[config.mk]
export PLATFORM = sky130hd
export DESIGN_NAME = groestl_scan_ctrl
export DESIGN_NICKNAME = d
export VERILOG_FILES = /design/src/rtl/groestl_scan_ctrl_pkg.sv /design/src/rtl/groestl_scan_ctrl_fifo.sv /design/src/rtl/groestl_scan_ctrl.sv
export SDC_FILE = /design/constraint.sdc
export NUM_CORES = 2
export LEC_CHECK = 0
export BUFFER_PORTS_ARGS = -buffer_cell sky130_fd_sc_hd__buf_2
export CAP_MARGIN = 40
export CORE_AREA = 2 2 674 676
export CTS_BUF_LIST = sky130_fd_sc_hd__clkbuf_4 sky130_fd_sc_hd__clkbuf_8
export DETAILED_ROUTE_END_ITERATION = 6
export DIE_AREA = 0 0 676 678
export PLACE_DENSITY = 0.46
export SYNTH_ARGS = -nofsm -noshare
export SYNTH_HDL_FRONTEND = slang
export SYNTH_SLANG_ARGS = --single-unit
[constraint.sdc]
create_clock -name clk -period 10.8 [get_ports clk]
set_clock_uncertainty 0.1 [all_clocks]
set_input_delay 1.62 -clock clk [delete_from_list [all_inputs] [get_ports clk]]
set_output_delay 1.62 -clock clk [all_outputs]
set_load 0.01 [all_outputs]
[src/rtl/groestl_scan_ctrl_pkg.sv]
// Shared types and constants for the groestl512 nonce-scan sequencer.
package groestl_ctrl_pkg;

  localparam int DEF_NONCE_W = 32;

  // Slice of the hash compared against the target (most significant word).
  localparam int HIT_MSB = 511;
  localparam int HIT_LSB = 448;

  typedef enum logic [1:0] {
    IDLE  = 2'd0,
    SCAN  = 2'd1,
    DRAIN = 2'd2
  } state_t;

  typedef struct packed {
    logic                   valid;
    logic [DEF_NONCE_W-1:0] nonce;
  } tag_t;

endpackage

[src/rtl/groestl_scan_ctrl_fifo.sv]
// Small synchronous result FIFO with show-ahead head output.
// A push into a full FIFO is accepted only when a pop happens in the same cycle.
module scan_result_fifo #(
  parameter int WIDTH = 32,
  parameter int DEPTH = 4
) (
  input  logic                     clk,
  input  logic                     rst_n,
  input  logic                     push,
  input  logic [WIDTH-1:0]         push_data,
  input  logic                     pop,
  output logic [WIDTH-1:0]         head,
  output logic                     full,
  output logic                     empty,
  output logic [$clog2(DEPTH):0]   count
);

  localparam int PTR_W = $clog2(DEPTH);

  logic [WIDTH-1:0] mem [DEPTH];
  logic [PTR_W-1:0] wr_ptr_reg;
  logic [PTR_W-1:0] rd_ptr_reg;
  logic [PTR_W:0]   count_reg;
  logic             push_ok;
  logic             pop_ok;

  assign empty   = (count_reg == '0);
  assign full    = (count_reg == (PTR_W+1)'(DEPTH));
  assign pop_ok  = pop && !empty;
  assign push_ok = push && (!full || pop_ok);

  always_ff @(posedge clk) begin
    if (push_ok) begin
      mem[wr_ptr_reg] <= push_data;
    end
  end

  always_ff @(posedge clk or negedge rst_n) begin
    if (!rst_n) begin
      wr_ptr_reg <= '0;
      rd_ptr_reg <= '0;
      count_reg  <= '0;
    end else begin
      if (push_ok) begin
        wr_ptr_reg <= wr_ptr_reg + PTR_W'(1);
      end
      if (pop_ok) begin
        rd_ptr_reg <= rd_ptr_reg + PTR_W'(1);
      end
      case ({push_ok, pop_ok})
        2'b10:   count_reg <= count_reg + (PTR_W+1)'(1);
        2'b01:   count_reg <= count_reg - (PTR_W+1)'(1);
        default: count_reg <= count_reg;
      endcase
    end
  end

  // Head is read combinationally so res_nonce is valid alongside res_valid.
  assign head  = mem[rd_ptr_reg];
  assign count = count_reg;

endmodule

[src/rtl/groestl_scan_ctrl.sv]
// Nonce-scan sequencer for a fixed-latency, stall-free groestl512 core:
// issues one nonce per cycle, tracks in-flight nonces and queues hits.
module groestl_scan_ctrl
  import groestl_ctrl_pkg::*;
#(
  parameter int HASH_LATENCY = 46,
  parameter int NONCE_W      = DEF_NONCE_W,
  parameter int FIFO_DEPTH   = 4
) (
  input  logic               clk,
  input  logic               rst_n,
  input  logic               work_valid,
  output logic               work_ready,
  input  logic [479:0]       work_header,
  input  logic [NONCE_W-1:0] work_start,
  input  logic [NONCE_W-1:0] work_end,
  input  logic [63:0]        work_target,
  input  logic               abort,
  output logic [511:0]       core_block,
  input  logic [511:0]       core_hash,
  output logic               res_valid,
  input  logic               res_ready,
  output logic [NONCE_W-1:0] res_nonce,
  output logic               busy,
  output logic               done,
  output logic               overflow,
  output logic [NONCE_W-1:0] cur_nonce
);

  state_t                  state_reg, state_next;
  logic [479:0]            header_reg;
  logic [NONCE_W-1:0]      end_reg;
  logic [NONCE_W-1:0]      cur_nonce_reg;
  logic [63:0]             target_reg;
  logic [511:0]            core_block_reg;
  logic                    overflow_reg;

  tag_t                    tag_reg [HASH_LATENCY];
  tag_t                    tag_in;
  tag_t                    tag_out;
  logic [HASH_LATENCY-1:0] tag_valid_vec;
  logic                    in_flight;

  logic                    accept;
  logic                    issue;
  logic                    hit;
  logic                    pop;
  logic                    drop;
  logic                    fifo_full;
  logic                    fifo_empty;
  logic [$clog2(FIFO_DEPTH):0] fifo_count;
  logic                    unused_bits;

  assign accept = (state_reg == IDLE) && work_valid;

  always_comb begin
    state_next   = state_reg;
    issue        = 1'b0;
    tag_in.valid = 1'b0;
    tag_in.nonce = cur_nonce_reg;
    case (state_reg)
      IDLE: begin
        if (work_valid) state_next = SCAN;
      end
      SCAN: begin
        if (abort) begin
          state_next = DRAIN;
        end else begin
          issue        = 1'b1;
          tag_in.valid = 1'b1;
          if (cur_nonce_reg == end_reg) state_next = DRAIN;
        end
      end
      DRAIN: begin
        if (!in_flight) state_next = IDLE;
      end
      default: state_next = IDLE;
    endcase
  end

  always_ff @(posedge clk or negedge rst_n) begin
    if (!rst_n) begin
      state_reg      <= IDLE;
      header_reg     <= '0;
      end_reg        <= '0;
      target_reg     <= '0;
      cur_nonce_reg  <= '0;
      core_block_reg <= '0;
      overflow_reg   <= 1'b0;
    end else begin
      state_reg <= state_next;
      if (accept) begin
        header_reg    <= work_header;
        end_reg       <= work_end;
        target_reg    <= work_target;
        cur_nonce_reg <= work_start;
        overflow_reg  <= 1'b0;
      end
      if (issue) begin
        core_block_reg <= {header_reg, cur_nonce_reg};
        cur_nonce_reg  <= cur_nonce_reg + NONCE_W'(1);
      end
      if (drop) begin
        overflow_reg <= 1'b1;
      end
    end
  end

  // Tag line mirrors the core pipeline so each hash meets its nonce.
  always_ff @(posedge clk or negedge rst_n) begin
    if (!rst_n) begin
      for (int i = 0; i < HASH_LATENCY; i++) tag_reg[i] <= '0;
    end else begin
      tag_reg[0] <= tag_in;
      for (int i = 1; i < HASH_LATENCY; i++) tag_reg[i] <= tag_reg[i-1];
    end
  end

  genvar gi;
  generate
    for (gi = 0; gi < HASH_LATENCY; gi++) begin : g_tag_valid
      assign tag_valid_vec[gi] = tag_reg[gi].valid;
    end
  endgenerate

  assign in_flight = |tag_valid_vec;
  assign tag_out   = tag_reg[HASH_LATENCY-1];

  // Hash is only trusted when the tag says a real nonce is emerging.
  assign hit  = tag_out.valid && (core_hash[HIT_MSB:HIT_LSB] <= target_reg);
  assign pop  = res_ready && !fifo_empty;
  assign drop = hit && fifo_full && !pop;

  scan_result_fifo #(
    .WIDTH (NONCE_W),
    .DEPTH (FIFO_DEPTH)
  ) u_fifo (
    .clk       (clk),
    .rst_n     (rst_n),
    .push      (hit),
    .push_data (tag_out.nonce),
    .pop       (pop),
    .head      (res_nonce),
    .full      (fifo_full),
    .empty     (fifo_empty),
    .count     (fifo_count)
  );

  assign unused_bits = ^{core_hash[HIT_LSB-1:0], fifo_count};

  assign work_ready = (state_reg == IDLE);
  assign busy       = (state_reg != IDLE);
  assign done       = (state_reg == DRAIN) && !in_flight;
  assign res_valid  = !fifo_empty;
  assign overflow   = overflow_reg;
  assign core_block = core_block_reg;
  assign cur_nonce  = cur_nonce_reg;

endmodule

# [Yosys cells after proc, flatten, opt, wreduce, memory -nomap -nowiden]
# Memories as Yosys holds them, arrays and structs flattened.
# Cells that the tools add are included.
[classes] add_sub_neg=5 magnitude_cmp=1 eq_ne=9 mux=14 reduce_logical=21
[op_table] cell="$le A64 B64 Y1" count=1
[op_table] cell="$mux W32" count=2
[op_table] cell="$reduce_or A46 Y1" count=1
[op_table] cell="$add A32 B1 Y32 const B" count=1
[op_table] cell="$eq A32 B32 Y1" count=1
[op_table] cell="$logic_and A1 B1 Y1" count=8
[op_table] cell="$mux W2" count=4
[op_table] cell="$reduce_bool A2 Y1" count=4
[op_table] cell="$mux W1" count=6
[op_table] cell="$pmux W2 S3" count=1
[op_table] cell="$pmux W3 S2" count=1
[op_table] cell="$add A2 B1 Y2 const B" count=2
[op_table] cell="$eq A2 B1 Y1 const B" count=2
[op_table] cell="$eq A2 B2 Y1 const B" count=2
[op_table] cell="$logic_not A1 Y1" count=4
[op_table] cell="$ne A2 B2 Y1 const B" count=2
[op_table] cell="$add A3 B1 Y3 const B" count=1
[op_table] cell="$eq A3 B3 Y1 const B" count=1
[op_table] cell="$logic_not A3 Y1" count=1
[op_table] cell="$ne A3 B3 Y1 const B" count=1
[op_table] cell="$reduce_and A3 Y1" count=1
[op_table] cell="$sub A3 B1 Y3 const B" count=1
[op_table] cell="$logic_not A2 Y1" count=1
[op_table] cell="$logic_or A1 B1 Y1" count=1
[totals] reg_bits=2648 ramBits=128 in_bits=1125 output_inout_bits=581 elab_cells=153 mem_count=1
[memory_table] name="u_fifo.mem" depth=4 word_bits=32 read_ports=1 rd_clocked_by_memory_dff=0 wr=1 line_no="groestl_scan_ctrl_fifo.sv:20" source="logic [WIDTH-1:0] mem [DEPTH];"

# [Longest topological paths before layout]
[logic_depth] ltp_word=8 ltp_mapped=15 ltp_nobuf=15

# [Cells and area by module]
# A second synthesis with hierarchy kept.
[hier_totals] cells_unflattened=6788 hier_area_um2=87431.4
[by_module_without_submodules] module="groestl_scan_ctrl" instances=1 cells_per_inst=6582 area_per_inst_um2=82385.3 seq_area_each_um2=66088.4
[by_module_without_submodules] module="scan_result_fifo" instances=1 cells_per_inst=206 area_per_inst_um2=5046.1 seq_area_each_um2=4018.9

# [Least setup slack after synthesis]
# Ideal clock, no wire load.
[synth_path] path_type="input port to flip-flop" from="input core_hash[481]" to="memory u_fifo.mem[0][0], enable pin" arrival_ns=4.168 required_time_ns=10.308 path_slack_ns=6.139 stages=9 cell_sequence="ha_1 -> a21o_1 -> nand3_1 -> a21oi_1 -> o311a_1 -> a2111oi_0 -> o211ai_2 -> nand2_4 -> and3_1"
[synth_via] elab_chain_cells=5
[synth_lines] item="from (decl)" line_no="groestl_scan_ctrl.sv:20" source="input logic [511:0] core_hash,"
[synth_lines] item="$le A64 B64 Y1" line_no="groestl_scan_ctrl.sv:130" source="assign hit = tag_out.valid && (core_hash[HIT_MSB:HIT_LSB] <= target_reg);"
[synth_lines] item="$logic_and A1 B1 Y1" line_no="groestl_scan_ctrl.sv:130"
[synth_lines] item="$logic_and A1 B1 Y1" line_no="groestl_scan_ctrl_fifo.sv:30" source="assign push_ok = push && (!full || pop_ok);"
[synth_lines] item="$mux W1" line_no="groestl_scan_ctrl_fifo.sv:33" source="if (push_ok) begin"
[synth_lines] item="$mux W1 (implied by the code)" line_no="groestl_scan_ctrl_fifo.sv:34" source="mem[wr_ptr_reg] <= push_data;"
[synth_lines] item="to (decl)" line_no="groestl_scan_ctrl_fifo.sv:20"
# No other way between the ends.

# [Worst setup path in the final report]
[layout_path] from="register tag_reg (netlist bit tag_out[32])" to="output done"
[layout_via] elab_chain_cells=3
[layout_lines] item="from (decl)" line_no="groestl_scan_ctrl.sv:38" source="tag_t tag_reg [HASH_LATENCY];"
[layout_lines] item="$reduce_or A46 Y1" line_no="groestl_scan_ctrl.sv:126" source="assign in_flight = |tag_valid_vec;"
[layout_lines] item="$logic_not A1 Y1" line_no="groestl_scan_ctrl.sv:153" source="assign done = (state_reg == DRAIN) && !in_flight;"
[layout_lines] item="$logic_and A1 B1 Y1" line_no="groestl_scan_ctrl.sv:153"
[layout_lines] item="to (decl)" line_no="groestl_scan_ctrl.sv:25" source="output logic done,"
# No other way between the ends.

==> results.py <==
metrics = {
    "route": {
        "drt_iter0_drc": 3830,
        "vias_per_cell": 3.630,
        "drc_errors": 0,
        "wl_per_cell_um": 20.62,
        "antenna_left": 0,
        "vias": 53712,
        "dr.pass1.iters": 5,
        "routed_wl_mm": 305.1,
    },
    "timing": {
        "worst_slew_pin_slew_ns": 1.030,
        "rsz0062_at_grt": "false",
        "setup_viol": 0,
        "max_freq_mhz": 208.3,
        "relSlewSlack_pct": 31.36,
        "hold_viol": 0,
        "slew_viol_final": 0,
        "post-route-period-util_pct": 44.45,
        "period_needed_ns": 4.800,
        "finalSetupTns_ns": 0,
    },
    "placed_design": {
        "dp_hpwl_mm": 221.3,
        "placedCellCount": 13865,
        "placed_area_um2": 101400,
        "io_buffers": 1257,
        "place_congestion": 0.9041,
    },
    "yosys": {
        "postSynthNetCount": 7990,
        "postSynthCellCount": 6795,
        "postSynthAreaPerCell_um2": 12.85,
        "ys_seq_elements": 2776,
        "synthFlopType": "dfrtp_1",
        "yosysWarningCount": 0,
        "async_reset_ff_share_pct": 95.39,
        "syn_area_um2": 87350,
        "ys_types": 59,
        "synth_seq_area_share_pct": 80.26,
        "synth_edf_count": 128,
    },
    "final_layout": {
        "final_cell_mix": "nand2_1 (3175), dfrtp_1 (2647), buf_2 (1256), clkbuf_8 (594), clkbuf_4 (159)",
        "area_growth_pct": 28.04,
        "fin_nets": 9556,
        "layout-drive-gt1-share_pct": 25.71,
        "fin_cells": 14797,
        "final_common_cell": "nand2_1",
        "multiInputGateArea_um2": 15960,
        "fillers": 48120,
        "final_area_um2": 111800,
        "largest_reg_flops": 1485,
        "seq_area_um2": 70110,
        "fin_util_pct": 24.79,
    },
    "power_and_ir_drop": {
        "p_leak_nw": 54.42,
        "vdd_drop_max_mv": 0.1263,
        "power.density_nw_per_um2": 300.2,
    },
    "global_routing": {
        "globalRouteTotalUtil_pct": 13.11,
        "grt.overflow.total": 0,
        "grt_pass1_wl_mm": 428.7,
        "grt_pass1_vias": 54902,
        "antenna_found_initial": 174,
        "grt_max_degree": 178,
    },
    "worst_setup_path": {
        "path_class": "flip-flop to output pin",
        "path_max_fanout": 3,
        "end_kind": "output pin",
        "cp-start-kind": "flip-flop",
        "critical_path_arrival_ns": 3.08,
        "critical_path_required_ns": 9.08,
    },
    "clock_network": {
        "holdBufCountCts": 0,
        "postCtsSetupRepairBufs": 0,
        "cts-root-buf": "clkbuf_8",
        "clk_latency_ns": 1.08,
        "cts_buffer_depth": 4,
        "clk_pin_slew_ns": 0.06,
        "cts_tree": "built",
        "cts_buffers": 470,
        "cts_resized": 0,
        "clock-sinks": 2776,
        "cts_max_level": 5,
    },
    "floorplanning": {
        "fp.dieH_um": 678,
        "coreArea_um2": 451200,
        "rows": 247,
        "die_x_um": 676,
        "io_pins": 1706,
        "initial_core_util_pct": 19.36,
        "die_area_um2": 458300,
    },
    "min_path": {
        "hp-class": "flip-flop to flip-flop",
    },
    "run": {
        "max-cap-violations": 0,
    },
    "status": {
        "status": "finished, final reports clean",
    },
}
-- per-stage QoR --
| step | hold slack (ns) | worst slack (ns) | total power, mW |
|---|---|---|---|
| after floorplan | 0.2312 | 6.139 | 19.71 |
| after global placement | 0.2310 | 4.969 | 23.67 |
| after detailed placement | 0.2347 | 5.065 | 23.87 |
| after CTS | 0.1731 | 5.736 | 34.28 |
| after global routing | 0.1860 | 5.646 | 35.78 |
| final | 0.1959 | 6.000 | 33.57 |
-- synthesized netlist by cell type, types with 3 or more instances --
cell | count | area share [%]
a211oi_1 | 10 | 0.086
a21o_1 | 5 | 0.043
a21oi_1 | 49 | 0.28
a311oi_1 | 6 | 0.060
and2_1 | 3 | 0.021
and3_1 | 12 | 0.086
buf_1 | 8 | 0.034
buf_2 | 3 | 0.017
clkbuf_1 | 260 | 1.1
dfrtp_1 | 2648 | 76
edfxtp_1 | 128 | 4.4
ha_1 | 69 | 0.99
inv_1 | 73 | 0.31
mux2i_1 | 6 | 0.069
mux4_2 | 32 | 0.83
nand2_1 | 3176 | 14
nand2b_1 | 5 | 0.036
nand3_1 | 23 | 0.13
nand4_1 | 21 | 0.15
nor2_1 | 41 | 0.18
nor3_1 | 20 | 0.11
nor4_1 | 20 | 0.14
o21a_1 | 3 | 0.026
o21ai_0 | 91 | 0.52
o22ai_1 | 4 | 0.029
or3_1 | 3 | 0.021
xnor2_1 | 3 | 0.030
xor2_1 | 33 | 0.33
-- report_power, final --
part / internal, mW / switching [mW] / total (mW)
Sequential: 14.8 / 1.70 / 16.5
Combinational: 2.13 / 4.83 / 6.96
Clock: 5.70 / 4.40 / 10.1
-- cell type report --
cell class | instances | area share (%)
flip-flops and latches | 2776 | 62.69
multi-input cells | 3675 | 14.27
repair buffers | 1365 | 6.729
well taps | 5976 | 6.686
inverters | 73 | 0.2517
clock buffers | 753 | 8.377
clock inverters | 91 | 0.8055
diodes | 88 | 0.1969
-- critical path: stages, from the launching register on --
cell	delay (ns)
dfrtp_1	0.59
nor4_1	0.60
nand4_1	0.20
nor4_1	0.35
buf_2	0.25
-- cell families after synthesis --
kind of cell / after synthesis / synth area share, %
compound gates: 190 / 1.255
xor+xnor: 36 / 0.3610
fa+ha+maj: 70 / 1.011
buf+inv: 344 / 1.483
flops: 2776 / 80.26
mux: 40 / 0.9196
simple gates: 3339 / 14.71
-- layer usage --
layer / track usage (%) / vias up / part of all wire, %
li1: - / 24548 / -
met5: 0 / - / 0.22
met1: 17.87 / 26615 / 44
met3: 4.688 / 615 / 9.2
met4: 4.421 / 106 / 3.4
met2: 19.18 / 1828 / 43
-- path summary, 6_finish.rpt --
kind	start	end	slack [ns]	cells after the start
min in group asynchronous	rst_n	tag_out[4]	0.40	1
worst max-delay path	tag_out[32]	done	6.00	4
worst max register to register	state_reg[1]	core_block[208]	6.34	9
max in group asynchronous	rst_n	header_reg[351]	7.97	3
worst min register to register	tag_reg[881]	tag_reg[848]	0.20	0
worst min-delay path	tag_reg[881]	tag_reg[848]	0.20	0
Note: power is estimated with default switching activity, not from simulation.
